$ cat config.mk
export PLATFORM = sky130hd
export DESIGN_NAME = rle_encoder
export DESIGN_NICKNAME = d
export VERILOG_FILES = /design/src/rtl/rle_encoder_pkg.sv /design/src/rtl/rle_run_counter.sv /design/src/rtl/rle_encoder.sv
export SDC_FILE = /design/constraint.sdc
export NUM_CORES = 1
export LEC_CHECK = 0
export ABC_CLOCK_PERIOD_IN_PS = 3440
export BUFFER_PORTS_ARGS = -buffer_cell sky130_fd_sc_hd__buf_2
export CORE_MARGIN = 1.5
export CORE_UTILIZATION = 64
export DETAILED_ROUTE_END_ITERATION = 8
export PLACE_DENSITY = 0.95
export SLEW_MARGIN = 40
export SYNTH_ARGS = -nofsm -noshare
export SYNTH_HDL_FRONTEND = slang
export SYNTH_SLANG_ARGS = --single-unit
$ cat constraint.sdc
create_clock -name clock -period 3.44 [get_ports clock]
set_clock_uncertainty 0.05 [all_clocks]
set_input_delay 0.688 -clock clock [delete_from_list [all_inputs] [get_ports clock]]
set_output_delay 0.688 -clock clock [all_outputs]
set_load 0.02 [all_outputs]
$ cat src/rtl/rle_encoder_pkg.sv
// Shared definitions for the capture-path run-length encoder: state encoding,
// count-word saturation value and the value/count word builder.
package rle_encoder_pkg;

  localparam int unsigned MAX_W = 64;

  typedef enum logic [1:0] {
    EMPTY = 2'd0,
    RUN   = 2'd1,
    FLUSH = 2'd2
  } rle_state_e;

  function automatic int unsigned cnt_flag_pos(input int unsigned width);
    return width - 1;
  endfunction

  function automatic logic [MAX_W-1:0] cnt_max(input int unsigned width);
    return (MAX_W'(1) << (width - 1)) - MAX_W'(1);
  endfunction

  // Count words carry the flag in the top bit; value words clear it.
  function automatic logic [MAX_W-1:0] rle_word(input logic is_count,
                                                input logic [MAX_W-1:0] body,
                                                input int unsigned width);
    logic [MAX_W-1:0] w;
    w = body & cnt_max(width);
    w[cnt_flag_pos(width)] = is_count;
    return w;
  endfunction

endpackage

$ cat src/rtl/rle_run_counter.sv
// Saturating repeat counter for the RLE encoder; at_max flags that the next
// increment lands on CNT_MAX.
module rle_run_counter
  import rle_encoder_pkg::*;
#(
  parameter int unsigned      WIDTH   = 32,
  parameter logic [WIDTH-2:0] CNT_MAX = (WIDTH-1)'(cnt_max(WIDTH))
) (
  input  logic             clock,
  input  logic             reset,
  input  logic             clr,
  input  logic             inc,
  output logic [WIDTH-2:0] count,
  output logic             at_max
);

  logic [WIDTH-2:0] count_q, count_d;

  always_comb begin
    count_d = count_q;
    if (clr) begin
      count_d = '0;
    end else if (inc && (count_q != CNT_MAX)) begin
      count_d = count_q + 1'b1;
    end
  end

  always_ff @(posedge clock or negedge reset) begin
    if (!reset) begin
      count_q <= '0;
    end else begin
      count_q <= count_d;
    end
  end

  assign count  = count_q;
  assign at_max = (count_q == (CNT_MAX - 1'b1));

endmodule

$ cat src/rtl/rle_encoder.sv
// Run-length encoder between the sample delay FIFO and the capture RAM writer.
// Optional byte-lane compare masking is enabled with RLE_GROUP_MASK_EN.
module rle_encoder
  import rle_encoder_pkg::*;
#(
  parameter int unsigned      WIDTH   = 32,
  parameter logic [WIDTH-2:0] CNT_MAX = (WIDTH-1)'(cnt_max(WIDTH))
) (
  input  logic             clock,
  input  logic             reset,
  input  logic             enable,
  input  logic             validIn,
  input  logic [WIDTH-1:0] dataIn,
  input  logic             flush,
`ifdef RLE_GROUP_MASK_EN
  input  logic [3:0]       disabledGroups,
`endif
  output logic             validOut,
  output logic [WIDTH-1:0] dataOut,
  output logic             flushDone
);

  localparam int unsigned PW = WIDTH - 1;

  rle_state_e       state_q, state_d;
  logic [PW-1:0]    cur_q, cur_d;
  logic             pend_vld_q, pend_vld_d;
  logic [WIDTH-1:0] pend_q, pend_d;
  logic             valid_q, valid_d;
  logic [WIDTH-1:0] data_q, data_d;
  logic             done_q, done_d;

  logic             cnt_clr, cnt_inc, cnt_at_max;
  logic [PW-1:0]    count;
  logic [PW-1:0]    lane_mask, payload;
  logic             w1_vld, w2_vld;
  logic [WIDTH-1:0] w1, w2;

`ifdef RLE_GROUP_MASK_EN
  always_comb begin
    lane_mask = '0;
    for (int unsigned i = 0; i < PW; i++) begin
      if ((i / 8) < 4) lane_mask[i] = disabledGroups[2'(i / 8)];
    end
  end
`else
  assign lane_mask = '0;
`endif

  assign payload = dataIn[PW-1:0] & ~lane_mask;

  function automatic logic [WIDTH-1:0] value_word(input logic [PW-1:0] p);
    return WIDTH'(rle_word(1'b0, MAX_W'(p), WIDTH));
  endfunction

  function automatic logic [WIDTH-1:0] count_word(input logic [PW-1:0] c);
    return WIDTH'(rle_word(1'b1, MAX_W'(c), WIDTH));
  endfunction

  rle_run_counter #(
    .WIDTH   (WIDTH),
    .CNT_MAX (CNT_MAX)
  ) u_run_counter (
    .clock  (clock),
    .reset  (reset),
    .clr    (cnt_clr),
    .inc    (cnt_inc),
    .count  (count),
    .at_max (cnt_at_max)
  );

  always_comb begin
    state_d    = state_q;
    cur_d      = cur_q;
    pend_vld_d = pend_vld_q;
    pend_d     = pend_q;
    valid_d    = 1'b0;
    data_d     = data_q;
    done_d     = 1'b0;
    cnt_clr    = 1'b0;
    cnt_inc    = 1'b0;
    w1_vld     = 1'b0;
    w1         = '0;
    w2_vld     = 1'b0;
    w2         = '0;

    if (!enable) begin
      valid_d    = validIn;
      data_d     = dataIn;
      done_d     = flush;
      state_d    = EMPTY;
      pend_vld_d = 1'b0;
      cnt_clr    = 1'b1;
    end else if (flush || (state_q == FLUSH)) begin
      // One drain step per cycle: pending word, then count word, then done.
      if (pend_vld_q) begin
        valid_d    = 1'b1;
        data_d     = pend_q;
        pend_vld_d = 1'b0;
        state_d    = FLUSH;
      end else if (count != '0) begin
        valid_d = 1'b1;
        data_d  = count_word(count);
        cnt_clr = 1'b1;
        state_d = FLUSH;
      end else begin
        done_d  = 1'b1;
        state_d = EMPTY;
      end
    end else begin
      if (validIn) begin
        if (state_q == EMPTY) begin
          w1_vld  = 1'b1;
          w1      = value_word(payload);
          cur_d   = payload;
          cnt_clr = 1'b1;
          state_d = RUN;
        end else if (payload == cur_q) begin
          if (cnt_at_max) begin
            w1_vld  = 1'b1;
            w1      = count_word(CNT_MAX);
            cnt_clr = 1'b1;
          end else begin
            cnt_inc = 1'b1;
          end
        end else begin
          cur_d   = payload;
          cnt_clr = 1'b1;
          w1_vld  = 1'b1;
          if (count != '0) begin
            w1     = count_word(count);
            w2_vld = 1'b1;
            w2     = value_word(payload);
          end else begin
            w1 = value_word(payload);
          end
        end
      end
      // Pending is only ever occupied while count is zero, so w2 cannot be
      // produced in the same cycle and one pending slot suffices.
      if (pend_vld_q) begin
        valid_d    = 1'b1;
        data_d     = pend_q;
        pend_vld_d = w1_vld;
        pend_d     = w1;
      end else begin
        valid_d    = w1_vld;
        if (w1_vld) data_d = w1;
        pend_vld_d = w2_vld;
        pend_d     = w2;
      end
    end
  end

  always_ff @(posedge clock or negedge reset) begin
    if (!reset) begin
      state_q    <= EMPTY;
      cur_q      <= '0;
      pend_vld_q <= 1'b0;
      pend_q     <= '0;
      valid_q    <= 1'b0;
      data_q     <= '0;
      done_q     <= 1'b0;
    end else begin
      state_q    <= state_d;
      cur_q      <= cur_d;
      pend_vld_q <= pend_vld_d;
      pend_q     <= pend_d;
      valid_q    <= valid_d;
      data_q     <= data_d;
      done_q     <= done_d;
    end
  end

  assign validOut  = valid_q;
  assign dataOut   = data_q;
  assign flushDone = done_q;

endmodule
### Word-level counts from Yosys, hierarchy flattened

Cells that the tools add are included.

* add/sub/neg operators: 1
* $mul: 0
* divide/modulo/power cells: 0
* order comparisons: 0
* equal/unequal tests: 9
* shifts and indexed selects: 0
* mux-type cells: 56
* bitwise gates (word level): 1
* reductions and logical operators: 9

Operators with widths (number)
* 32-bit 2-to-1 mux: 12
* 31-bit 2-to-1 mux: 8
* 31-bit by 1-bit adder with 31-bit output, second input constant: 1
* 31-bit equality test: 1
* 31-bit equality test, second input constant: 1
* 31-bit != test, second input constant: 1
* 31-bit nonzero test: 1
* 1-bit 2-to-1 mux: 30
* 2-bit 2-to-1 mux: 6
* 3-bit by 1-bit != test with 1-bit output, second input constant: 2
* 2-bit AND reduction: 3
* 4-bit by 1-bit != test with 1-bit output, second input constant: 1
* 4-bit by 3-bit != test with 1-bit output, second input constant: 1
* 4-bit AND reduction: 1
* 2-bit equality test, second input constant: 1
* 2-bit zero test: 1
* 2-bit != test, second input constant: 1
* 2-bit nonzero test: 1
* 1-bit logical AND: 1
* 1-bit logical OR: 1
* 1-bit inverter: 1

* register bits after elaboration: 131
* latch bits: 0
* memory bits (writable): 0
* bits in read-only memories: 0
* input port bits: 37
* output and inout port bits: 34
* memories kept: 0

### Depth between registers and ports, before layout

* depth in word-level cells: 11
* gate-level depth with buffers: 11

### Cells and area by module

Synthesis repeated with hierarchy kept, for this count alone.

* cell total of the unflattened synthesis: 810
* area, all modules: 8094.0 µm²

By module, submodules not included
* rle_encoder: times used 1, cells an instance 613, area each 6172.2 µm²
* rle_run_counter: times used 1, cells an instance 197, area each 1921.8 µm²

### Least setup slack after synthesis

Ideal clock, no wire load.

* path type: input -> register
* start point: input dataIn[11]
* end point: register u_run_counter.count_q[28], in the netlist u_run_counter.count[28]
* library setup time: 78 ps
* arrival: 2445 ps
* required time: 3312 ps
* slack: 867 ps
* cell stages on the path: 8
* cells stage by stage: xnor2_1 nand4_1 nor4_2 nand3_1 or2_1 buf_6 or4_1 a21oi_1

* word-level cells in the longest chain between the ends: 8

RTL lines
* from (decl): RTL line rle_encoder.sv:13 `input logic [WIDTH-1:0] dataIn,`
* 31-bit equality test (*): RTL line rle_encoder.sv:118 `end else if (payload == cur_q) begin`
* 1-bit 2-to-1 mux: RTL line rle_encoder.sv:118
* 1-bit 2-to-1 mux: RTL line rle_encoder.sv:112 `if (state_q == EMPTY) begin`
* 1-bit 2-to-1 mux: RTL line rle_encoder.sv:111 `if (validIn) begin`
* 1-bit 2-to-1 mux: RTL line rle_encoder.sv:94 `end else if (flush || (state_q == FLUSH)) begin`
* 1-bit 2-to-1 mux: RTL line rle_encoder.sv:87 `if (!enable) begin`
* 1-bit logical AND: RTL line rle_run_counter.sv:23 `end else if (inc && (count_q != CNT_MAX)) begin`
* 2-bit nonzero test (no line)
* to (signal assigned): RTL line rle_run_counter.sv:32 `count_q <= count_d;`
* to (decl): RTL line rle_run_counter.sv:17 `logic [WIDTH-2:0] count_q, count_d;`

Every way passes the cells marked *; elsewhere a longest branch is shown, timed or not.
A chain may end at the register's enable or synchronous reset.

### Worst setup path after layout

* start point: register u_run_counter.count_q[18], in the netlist u_run_counter.count[18]
* end point: register u_run_counter.count_q[1], in the netlist u_run_counter.count[1]

* word-level cells in the longest chain between the ends: 9

RTL lines
* 31-bit equality test: RTL line rle_run_counter.sv:37 `assign at_max = (count_q == (CNT_MAX - 1'b1));`
* 1-bit 2-to-1 mux: RTL line rle_encoder.sv:119 `if (cnt_at_max) begin`
* 1-bit 2-to-1 mux: RTL line rle_encoder.sv:118
* 1-bit 2-to-1 mux: RTL line rle_encoder.sv:112
* 1-bit 2-to-1 mux: RTL line rle_encoder.sv:111
* 1-bit 2-to-1 mux: RTL line rle_encoder.sv:94
* 1-bit 2-to-1 mux: RTL line rle_encoder.sv:87
* 1-bit logical AND: RTL line rle_run_counter.sv:23
* 2-bit nonzero test (no line)

Parallel ways exist; a longest one is shown, timed or not.

==> results.sh <==
export IMPL_num_vias=7369
export IMPL_routed_top_layer="met5"
export IMPL_die_h_microns=110
export IMPL_ctsResizeCount=0
export IMPL_areaGrowthSynthToFinish_pct=16.2
export IMPL_synth_compound_area_share_pct=25.2
export IMPL_dr_wl_met3_microns=3330
export IMPL_setup_viol=0
export IMPL_hold_path_class="in2async"
export IMPL_initialDrtViolationCount=1143
export IMPL_reg2reg_slack_ns=0.26
export IMPL_syn_instance_count=771
export IMPL_cts_setup_buffers=0
export IMPL_finalWirelength_microns=24800
export IMPL_io_pins=71
export IMPL_grtUsageTotal_pct=42.5
export IMPL_die_w_microns=110
export IMPL_synth_edf_count=0
export IMPL_drc=0
export IMPL_final_hold_violation_count=0
export IMPL_synth_adder_area_share_pct=0.512
export IMPL_muxShareOfSynthArea_pct=5.05
export IMPL_slew_headroom_pct=45.1
export IMPL_synth_simple_area_share_pct=14.5
export IMPL_synth_distinct_cells=54
export IMPL_wire_per_inst_microns=25.0
export IMPL_met2_length_microns=11300
export IMPL_cts_tree="done"
export IMPL_p_per_area_nw_per_um2=494
export IMPL_crit_start="u_run_counter.count[18]"
export IMPL_cts_buffers=17
export IMPL_port_buffers=70
export IMPL_status="completed"
export IMPL_worst_pin_slew_ns=0.823
export IMPL_layout_worst_path_cycle_share_pct=92.4
export IMPL_cts_root_buf="clkbuf_16"
export IMPL_async_reset_ff_share_pct=100
export IMPL_setup_slack_ns=0.261
export IMPL_path_class="reg2reg"
export IMPL_arrival_ns=3.45
export IMPL_hold_slack_ns=0.248
export IMPL_rows=38
export IMPL_clock_latency_ns=0.43
export IMPL_synthXorXnorAreaFrac_pct=5.25
export IMPL_worst_ep_required_time_ns=3.71
export IMPL_drive_above_1_share_pct=22.7
export IMPL_cts_sinks=131
export IMPL_power_leakage_nw=3.46
export IMPL_r2r_start="u_run_counter.count[18]"
export IMPL_viasPerCell=7.44
export IMPL_fin_crit_ns=3.18
export IMPL_htree_levels=4
export IMPL_irDropWorstVdd_mv=0.566
export IMPL_yosys_register_bits=131
export IMPL_place_ws_ns=0.163
export IMPL_synth_seq_area_share_pct=44.7
export IMPL_drv_cap=0
export IMPL_synth_top_family_by_area="compound AO/OA/AOI/OAI gates"
export IMPL_grt_max_degree=49
export IMPL_synth_flop_cell="dfrtp_1"
export IMPL_critPathMaxFanout=24
export IMPL_met1_length_microns=8720
export IMPL_critPathLaunchType="flip-flop"
export IMPL_hpwl_microns=16300
export IMPL_r2r_cells=8
export IMPL_fmax_mhz=315
export IMPL_reg2reg_to="u_run_counter.count[1]"
export IMPL_slew_viol_final=0
export IMPL_finalSetupTns_ns=0
export IMPL_cts_hold_buf=0
export IMPL_grt_pass1_wl_microns=37800
export IMPL_antenna_found_initial=1
export IMPL_synth_nets=811
export IMPL_setup_worst_path_end_class="flip-flop"
export IMPL_num_antenna_cells=0
export IMPL_dr_pass1_iters=7
export IMPL_initial_utilization_pct=66.5
export IMPL_globalplace_congestion=0.983
export IMPL_ant_nets=0
export IMPL_core_sq_um=11000
export IMPL_fin_nets=879
export IMPL_die_area_sq_um=12100
export IMPL_clk_pin_slew_worst_paths_ns=0.06
export IMPL_syn_area_sq_um=7340
export IMPL_yosys_warnings=0
export IMPL_cts_buffer_depth=2
export IMPL_syn_avg_cell_area_sq_um=9.52
export IMPL_grt_overflow=0
export IMPL_rsz0062_at_grt="no"
export IMPL_grt_pass1_vias=7155
==> cells in the final DEF, fill, tap and decap left out, drive strengths merged, types with 17 or more instances in the layout <==
cell type | Yosys | routed
dfrtp | 131 | 131
nor4 | 17 | 17
nor2 | 50 | 50
a22oi | 44 | 44
clkbuf | 41 | 26
o22ai | 41 | 41
buf | 18 | 108
nand2 | 33 | 33
o21ai | 44 | 44
nand4 | 27 | 27
o31ai | 28 | 28
a21oi | 51 | 51
nand3 | 18 | 18
xnor2 | 44 | 44
mux2 | 32 | 32
inv | 29 | 29
==> Yosys cell counts (12+ instances only) <==
| cell type | instances | area share [%] |
|---|---|---|
| a21o_1 | 12 | 1.2 |
| a21oi_1 | 49 | 3.3 |
| a22oi_1 | 44 | 4.5 |
| clkbuf_1 | 41 | 2.1 |
| dfrtp_1 | 131 | 45 |
| inv_1 | 28 | 1.4 |
| mux2_2 | 32 | 4.9 |
| nand2_1 | 32 | 1.6 |
| nand3_1 | 17 | 1.2 |
| nand4_1 | 26 | 2.2 |
| nor2_1 | 50 | 2.6 |
| nor3_1 | 16 | 1.1 |
| nor4_1 | 12 | 1.0 |
| o21ai_0 | 32 | 2.2 |
| o21ai_1 | 12 | 0.82 |
| o22ai_1 | 41 | 3.5 |
| o2bb2ai_1 | 13 | 1.6 |
| o31ai_1 | 28 | 2.9 |
| xnor2_1 | 44 | 5.3 |
==> how the worst max path moves through the flow <==
stage / slack, ns / endpoint
6_report: 0.26 / u_run_counter.count[1]
3_3_place_gp: 0.22 / u_run_counter.count[17]
5_1_grt: 0.10 / u_run_counter.count[17]
3_5_place_dp: 0.16 / u_run_counter.count[17]
4_1_cts: 0.38 / u_run_counter.count[1]
2_1_floorplan: 0.87 / u_run_counter.count[28]
==> cell type report <==
type	instances	area [sq um]
multi-input cells	552	3750
flip-flops and latches	131	3280
fillers	701	2500
repair buffers	108	646
clock buffers	26	499
well taps	140	175
inverters	29	109
clock inverters	4	72.6
==> cell families (layout without fill, tap and decap cells) <==
group	count (synthesis)	count (layout)
AO/OA/AOI/OAI	274	274
XOR/XNOR	44	44
adder cells (fa/ha/maj)	3	3
buffers and inverters	88	167
flip-flops	131	131
multiplexers	33	33
AND/OR/NAND/NOR	198	198
==> per-stage QoR <==
stage	instance area, sq um	utilization (%)	cells	total power, mW
after detailed placement	7950	72.1	960	2.41
final	8530	77.3	990	4.21
after global routing	8530	77.3	990	4.32
after CTS	8530	77.3	990	4.19
after floorplan	7340	-	771	2.15
after global placement	7920	71.8	957	2.37
==> metal layers <==
| metal | GRT usage, % | vias to the layer above |
|---|---|---|
| met5 | 0 | - |
| met4 | 23.6 | 2 |
| met3 | 15.8 | 165 |
| met2 | 65.6 | 680 |
| met1 | 51.4 | 3460 |
| li1 | - | 3062 |
==> worst max-delay path, cell delays in order, from the launching register on <==
cell	delay [ns]
dfrtp_1	0.52
nand4_1	0.26
nor4_2	0.53
nand4_1	0.32
nand3_2	0.26
or2_1	0.61
buf_4	0.27
mux2i_1	0.19
nor2_1	0.05
==> flip-flops by register name (all words and copies together) (netlist names) <==
name and count:
cur_q 31, dataOut 32, flushDone 1, pend_q 32
pend_vld_q 1, state_q 2, u_run_counter.count 31, validOut 1
==> power by group <==
part | switching, mW | total (mW) | leakage [nW] | internal (mW)
logic | 0.407 | 0.666 | 1.49 | 0.259
clock network | 0.656 | 1.79 | 0.276 | 1.13
registers | 0.0893 | 1.75 | 1.69 | 1.67
total | 1.15 | 4.21 | 3.46 | 3.06
Power figures use the tool's default switching activity.
